## config.mk

```make
export PLATFORM = sky130hd
export DESIGN_NAME = cpu_sequencer_flat
export DESIGN_NICKNAME = d
export VERILOG_FILES = /design/src/rtl/cpu_sequencer_if.sv /design/src/rtl/cpu_sequencer.sv /design/src/flat_wrapper.sv
export SDC_FILE = /design/constraint.sdc
export NUM_CORES = 1
export LEC_CHECK = 0
export BUFFER_PORTS_ARGS = -buffer_cell sky130_fd_sc_hd__buf_2
export CAP_MARGIN = 20
export CORE_ASPECT_RATIO = 0.6
export CORE_MARGIN = 1.5
export CORE_UTILIZATION = 46
export CTS_BUF_LIST = sky130_fd_sc_hd__clkbuf_16
export DETAILED_ROUTE_END_ITERATION = 16
export GPL_TIMING_DRIVEN = 0
export PLACE_DENSITY = 0.78
export SYNTH_ARGS = -nofsm -noshare
export SYNTH_HDL_FRONTEND = slang
export SYNTH_SLANG_ARGS = --single-unit
```

## constraint.sdc

```tcl
create_clock -name clk -period 1.4 [get_ports clk]
set_input_delay 0.28 -clock clk [delete_from_list [all_inputs] [get_ports clk]]
set_output_delay 0.28 -clock clk [all_outputs]
set_load 0.1 [all_outputs]
```

## src/rtl/cpu_sequencer_if.sv

```systemverilog
// Memory-side bus of the CPU sequencer: program-memory fetch port and data-memory port.
// master = sequencer side, slave = memory side.
interface cpu_sequencer_if #(
    parameter int PC_W    = 10,
    parameter int INSTR_W = 16
);
    logic               pm_rd;
    logic [PC_W-1:0]    pm_addr;
    logic [INSTR_W-1:0] pm_rdata;
    logic               pm_valid;
    logic               dm_req;
    logic               dm_we;
    logic [PC_W-1:0]    dm_addr;
    logic               dm_ready;

    modport master (
        output pm_rd, pm_addr, dm_req, dm_we, dm_addr,
        input  pm_rdata, pm_valid, dm_ready
    );

    modport slave (
        input  pm_rd, pm_addr, dm_req, dm_we, dm_addr,
        output pm_rdata, pm_valid, dm_ready
    );
endinterface

```

## src/rtl/cpu_sequencer.sv

```systemverilog
// Fetch/execute sequencer for the 16-bit accumulator CPU: fetches into IR,
// strobes ALU ops, and turns LD/ST into handshaked data-memory transfers.
//
// state   | meaning
// --------+---------------------------------------------------------------
// S_IDLE  | stopped at an instruction boundary, halted=1, waits for run
// S_FETCH | pm_rd held until pm_valid; IR loaded, pc advanced
// S_EXEC  | decoder sampled; ALU op retires here, memory ops go to S_MEM
// S_MEM   | dm_req held until dm_ready; stores retire here
// S_WB    | load data captured (load_en), load retires
module cpu_sequencer #(
    parameter int              PC_W     = 10,
    parameter int              INSTR_W  = 16,
    parameter logic [PC_W-1:0] RESET_PC = '0
) (
    input  logic               clk,
    input  logic               rst_n,
    input  logic               run,
    cpu_sequencer_if.master    bus,
    output logic [INSTR_W-1:0] ir,
    input  logic               dec_mem_rd,
    input  logic               dec_mem_wr,
    output logic               exec_en,
    output logic               load_en,
    output logic               instr_done,
    output logic               halted,
    output logic               err
);

    typedef enum logic [2:0] {
        S_IDLE,
        S_FETCH,
        S_EXEC,
        S_MEM,
        S_WB
    } state_t;

    state_t          state;
    state_t          state_nxt;
    logic [PC_W-1:0] pc;
    logic            we_q;
    logic            pm_rd;
    logic            dm_req;
    logic            is_mem;

    assign is_mem = dec_mem_rd | dec_mem_wr;

    always_ff @(posedge clk or negedge rst_n) begin
        if (!rst_n) begin
            state <= S_IDLE;
            pc    <= RESET_PC;
            ir    <= '0;
            we_q  <= 1'b0;
            err   <= 1'b0;
        end else begin
            state <= state_nxt;
            if (state == S_FETCH && bus.pm_valid) begin
                ir <= bus.pm_rdata;
                pc <= pc + PC_W'(1);
            end
            // Direction is frozen here so a decoder glitch during MEM cannot flip it.
            if (state == S_EXEC) begin
                we_q <= dec_mem_wr;
                if (dec_mem_rd && dec_mem_wr) begin
                    err <= 1'b1;
                end
            end
        end
    end

    always_comb begin
        state_nxt  = state;
        pm_rd      = 1'b0;
        dm_req     = 1'b0;
        exec_en    = 1'b0;
        load_en    = 1'b0;
        instr_done = 1'b0;
        halted     = 1'b0;
        case (state)
            S_IDLE: begin
                halted = 1'b1;
                if (run) begin
                    state_nxt = S_FETCH;
                end
            end
            S_FETCH: begin
                pm_rd = 1'b1;
                if (bus.pm_valid) begin
                    state_nxt = S_EXEC;
                end
            end
            S_EXEC: begin
                if (is_mem) begin
                    state_nxt = S_MEM;
                end else begin
                    exec_en    = 1'b1;
                    instr_done = 1'b1;
                    state_nxt  = run ? S_FETCH : S_IDLE;
                end
            end
            S_MEM: begin
                dm_req = 1'b1;
                if (bus.dm_ready) begin
                    if (we_q) begin
                        instr_done = 1'b1;
                        state_nxt  = run ? S_FETCH : S_IDLE;
                    end else begin
                        state_nxt = S_WB;
                    end
                end
            end
            S_WB: begin
                load_en    = 1'b1;
                instr_done = 1'b1;
                state_nxt  = run ? S_FETCH : S_IDLE;
            end
            default: begin
                state_nxt = S_IDLE;
            end
        endcase
    end

    assign bus.pm_rd   = pm_rd;
    assign bus.pm_addr = pc;
    assign bus.dm_req  = dm_req;
    assign bus.dm_we   = dm_req & we_q;
    assign bus.dm_addr = ir[PC_W-1:0];

endmodule

```

## src/flat_wrapper.sv

```systemverilog
// flat-port wrapper written by rule: the top's interface ports become plain ports
module cpu_sequencer_flat 
#(
    parameter int              PC_W     = 10,
    parameter int              INSTR_W  = 16,
    parameter logic [PC_W-1:0] RESET_PC = '0
)
  (clk, rst_n, run, ir, dec_mem_rd, dec_mem_wr, exec_en, load_en, instr_done, halted, err, bus_pm_rd, bus_pm_addr, bus_dm_req, bus_dm_we, bus_dm_addr, bus_pm_rdata, bus_pm_valid, bus_dm_ready);
  cpu_sequencer_if #(.PC_W(PC_W), .INSTR_W(INSTR_W)) bus_i ();
  input  logic clk;
  input  logic rst_n;
  input  logic run;
  output logic [INSTR_W-1:0] ir;
  input  logic dec_mem_rd;
  input  logic dec_mem_wr;
  output logic exec_en;
  output logic load_en;
  output logic instr_done;
  output logic halted;
  output logic err;
  output wire logic [$bits(bus_i.pm_rd)-1:0] bus_pm_rd;
  output wire logic [$bits(bus_i.pm_addr)-1:0] bus_pm_addr;
  output wire logic [$bits(bus_i.dm_req)-1:0] bus_dm_req;
  output wire logic [$bits(bus_i.dm_we)-1:0] bus_dm_we;
  output wire logic [$bits(bus_i.dm_addr)-1:0] bus_dm_addr;
  input wire logic [$bits(bus_i.pm_rdata)-1:0] bus_pm_rdata;
  input wire logic [$bits(bus_i.pm_valid)-1:0] bus_pm_valid;
  input wire logic [$bits(bus_i.dm_ready)-1:0] bus_dm_ready;
  assign bus_pm_rd = bus_i.pm_rd;
  assign bus_pm_addr = bus_i.pm_addr;
  assign bus_dm_req = bus_i.dm_req;
  assign bus_dm_we = bus_i.dm_we;
  assign bus_dm_addr = bus_i.dm_addr;
  assign bus_i.pm_rdata = bus_pm_rdata;
  assign bus_i.pm_valid = bus_pm_valid;
  assign bus_i.dm_ready = bus_dm_ready;
  cpu_sequencer #(.PC_W(PC_W), .INSTR_W(INSTR_W), .RESET_PC(RESET_PC)) u_core (.clk(clk), .rst_n(rst_n), .run(run), .bus(bus_i), .ir(ir), .dec_mem_rd(dec_mem_rd), .dec_mem_wr(dec_mem_wr), .exec_en(exec_en), .load_en(load_en), .instr_done(instr_done), .halted(halted), .err(err));
endmodule
```

; ---- After elaboration in Yosys (flattened, before gate mapping)
; Index checks and enable logic that the tools add are counted.
[op_classes]
multipliers = 0
div_mod_pow = 0
bitwise = 2
add_sub_neg = 1
reduce_logical = 5
n_eq_ne = 7
shift = 0
n_mux = 16
n_lt_le_gt_ge = 0
[ops]
columns = op, count
row1 = 2-to-1 mux 3 bit, 5
row2 = one-hot mux 3 bit (5 select lines), 1
row3 = "adder 10 x 1 -> 10 bit, second input constant", 1
row4 = 2-to-1 mux 1 bit, 9
row5 = "equality test 3 x 2 -> 1 bit, second input constant", 2
row6 = "!= test 2 bit, second input constant", 3
row7 = "equality test 3 x 1 -> 1 bit, second input constant", 1
row8 = "equality test 3 bit, second input constant", 1
row9 = logical NOT 3 bit, 1
row10 = one-hot mux 1 bit (3 select lines), 1
row11 = AND reduction 3 bit, 1
row12 = logical AND 1 bit, 2
row13 = AND reduction 2 bit, 1
row14 = bitwise AND 1 bit, 1
row15 = bitwise OR 1 bit, 1
[word_totals]
n_memories = 0
output_inout_bits = 44
latchBits = 0
regBits = 31
ram_bits = 0
inputBits = 23
rom_bits = 0

; ---- Logic depth before layout (Yosys ltp)
[depth]
ltp_word = 4
mapped_depth = 6
ltp_nobuf = 4

; ---- Worst setup path after synthesis
; Ideal clock, no wire load.
[synth_path]
kind = flip-flop to output port
startpoint = register u_core.state[1]
endpoint = output instr_done
path_buffers = 1
path_stages_with_launch = 4
slack_ns = -2.721
t_arrival_ns = 3.841
path_cell_list = dfrtp_1 -> clkbuf_1 -> nor3b_1 -> o21bai_1
[synth_between]
elab_chain_len = 2
[synth_lines]
columns = element, line_no
row1 = start: declaration, cpu_sequencer.sv:38  ; state_t state;
row2 = start signal: assignment, cpu_sequencer.sv:56  ; state <= state_nxt;
row3 = equality test 3 bit / equality test 3 x 2 -> 1 bit (equally long branches), cpu_sequencer.sv:79  ; case (state)
row4 = one-hot mux 1 bit (3 select lines) *, cpu_sequencer.sv:79
row5 = end: declaration, flat_wrapper.sv:18  ; output logic instr_done;
; Every way passes the cells marked *; elsewhere a longest branch is shown, timed or not.

; ---- Worst setup path in the final report
[layout_path]
startpoint = register u_core.state[0]
endpoint = output bus_dm_we
[layout_between]
elab_chain_len = 3
[layout_lines]
columns = element, line_no
row1 = equality test 3 x 2 -> 1 bit, cpu_sequencer.sv:79
row2 = 2-to-1 mux 1 bit, cpu_sequencer.sv:79
row3 = bitwise AND 1 bit, cpu_sequencer.sv:126  ; assign bus.dm_we = dm_req & we_q;
row4 = end: declaration, flat_wrapper.sv:24  ; output wire logic [$bits(bus_i.dm_we)-1:0] bus_dm_we;
; No other way between the ends.

==> impl_metrics.json <==
{
  "status": "complete, but fails checks",
  "violations": "negative setup slack",
  "hold_path.class": "input port to async pin",
  "routedWlPerCell_microns": 18.9,
  "routed_via_density": 5.37,
  "synth_top_flop_cell": "dfrtp_1",
  "grtUsageMet2_pct": 43.5,
  "fmax_ghz": 0.566,
  "via_count": 1563,
  "worst_setup_path_start_kind": "register",
  "syn-cell-area_sq_um": 1500,
  "maxSlewViolCount": 0,
  "grt_max_degree": 32,
  "yosys_warnings": 0,
  "ant_nets": 0,
  "antenna_cells": 0,
  "coreArea_sq_um": 2980,
  "cts_tree": "built",
  "fp.dieW_microns": 76.8,
  "grtUsageMet1_pct": 30.9,
  "met3_usage_pct": 7.18,
  "grt_most_used_layer": "met2",
  "relSlewSlack_pct": 54.8,
  "max-clock-path-buffers": 2,
  "root_buffer": "clkbuf_16",
  "max_cap_viol_count": 0,
  "initial_core_util_pct": 50.4,
  "hold_viol": 0,
  "post-route-drc-count": 0,
  "clock_latency_ns": 0.27,
  "drtIter0Drc": 119,
  "worstSetupPathType": "register to primary output",
  "r2r_cells": 6,
  "drive_above_1_share_pct": 66.7,
  "period_share_pct": 126,
  "end_kind": "primary output",
  "die_area_sq_um": 3630,
  "setup_viol": 33,
  "seq_area_sq_um": 806,
  "routed_wl_microns": 5510,
  "fin_tns_setup_ns": -4.50,
  "rsz0062_at_grt": "true",
  "cp_slowest_cell": "dfrtp_1",
  "cts.htree.levels": 2,
  "syn_inst": 153,
  "rr_endpoint": "u_core.bus.pm_addr[9]",
  "rows": 15,
  "cts.clk_slew.worst_paths_ns": 0.05,
  "synthArstFlopShare_pct": 100,
  "num-fill-cells": 139,
  "worst_slew_pin_slew_ns": 0.679,
  "max_stage_delay_ns": 0.39,
  "cp.required_ns": 1.12,
  "dpl.hpwl_microns": 2540,
  "area_delta_synth_final_pct": 75.3,
  "syn_avg_cell_area_sq_um": 9.83,
  "die_y_microns": 47.3,
  "cts_buffers": 5,
  "path_cells": "buf_6 -> nor2b_2 -> and3_2 -> buf_12",
  "ios": 67,
  "antenna_found_initial": 0,
  "gr-total-overflow": 0,
  "skew_ns": 0.00350,
  "grt_usage_pct": 24.9,
  "layout_common_cells": "40 x nand2_1, 40 x buf_2, 38 x buf_4",
  "finalWorstSetupSlack_ns": -0.365,
  "synth.distinct_cells": 33,
  "rrSetupSlack_ns": -0.16,
  "gp_congestion": 0.806,
  "syn-num-nets": 177,
  "multiInputGateArea_sq_um": 786,
  "yosysSeqAreaShare_pct": 51.6,
  "critPathMaxFanout": 5,
  "synth_seq_cells": 31,
  "nets": 272,
  "post-route-min-period_ns": 1.77,
  "cts_sinks": 31,
  "drt-pass1-iter-count": 4,
  "grt_pass1_vias": 1371,
  "grt_pass1_wl_microns": 6600,
  "io_buffers": 66,
  "synth_edf_count": 0,
  "cp_data_arrival_time_ns": 1.49,
  "r2r_start": "u_core.state[1]"
}
area by class of cell:
class / instances / share of cell area [%]
timing repair buffer: 88 / 25.8
tap: 42 / 1.99
inverter: 1 / 0.142
buffer: 17 / 6.55
clock buffer: 5 / 4.75
sequential: 31 / 30.6
multi-input combinational: 104 / 29.8
clock inverter: 3 / 0.427
critical path, delay by kind of cell (launching register included):
kind	cells	cell delay (ns)
simple gates	2	0.47
flops	1	0.39
buf+inv	2	0.34
state kept, by name, indices dropped and copies added, names as in the netlist:
| signal | flops |
|---|---|
| u_core.err | 1 |
| u_core.state | 3 |
| u_core.bus.pm_addr | 10 |
| u_core.we_q | 1 |
| u_core.ir | 16 |
logic make-up (layout without fill, tap and decap cells):
logic type,after synthesis,in the layout,share of synthesized area (%)
AO/OA/AOI/OAI,8,8,3.24
XOR/XNOR,9,9,5.74
adder cells (fa/ha/maj),1,1,0.832
buffers and inverters,18,114,8.65
flip-flops,31,31,51.6
multiplexers,1,1,0.749
AND/OR/NAND/NOR,85,85,29.2
routing by layer:
metal,part of all wire [%],up-vias
met5,0,-
met4,3.8,0
met3,8.0,26
met2,51,105
met1,37,746
li1,-,686
cell usage after synthesis (all sizes together) (2+ instances only):
master	instances	area share, %
a21oi	2	0.67
and3	6	2.5
buf	16	8.2
dfrtp	31	52
nand2	54	13
nand3	2	0.67
nand4	5	3.1
nor2b	4	1.7
nor3	4	1.7
nor3b	3	1.8
o21ai	3	1.0
xnor2	7	4.6
xor2	2	1.2
metrics by stage:
stage	utilization, %	hold slack, ns	area (sq um)	setup slack [ns]	std cells
finish	88.3	0.0450	2640	-0.365	291
global route	88.3	0.113	2640	-0.403	291
CTS	80.4	0.0713	2400	-0.340	280
detailed placement	66.4	0.348	1980	-0.399	261
global placement	66.4	0.339	1980	-0.369	261
floorplan	-	-0.0156	1600	-0.787	153
worst max path at each step:
| stage | startpoint | to | slack, ns |
|---|---|---|---|
| 2_1_floorplan | u_core.state[1] | instr_done | -0.79 |
| 3_3_place_gp | u_core.state[0] | instr_done | -0.37 |
| 3_5_place_dp | u_core.state[0] | instr_done | -0.40 |
| 4_1_cts | u_core.state[0] | exec_en | -0.34 |
| 5_1_grt | u_core.state[0] | exec_en | -0.40 |
| 6_report | u_core.state[0] | bus_dm_we | -0.37 |
repair_timing:
| item | CTS | global route |
|---|---|---|
| cloned | 1 | 1 |
| setup buffers | 10 | 10 |
| resized for setup | 58 | 40 |
| hold buffers | 0 | 0 |
| endpoints found under the hold margin | 0 | 0 |
| endpoints found under the setup margin | 34 | 36 |
| pin swaps | 6 | 32 |
Power is not shown: default switching activity piles up to over one toggle a cycle in this logic, so the estimate is an artifact.
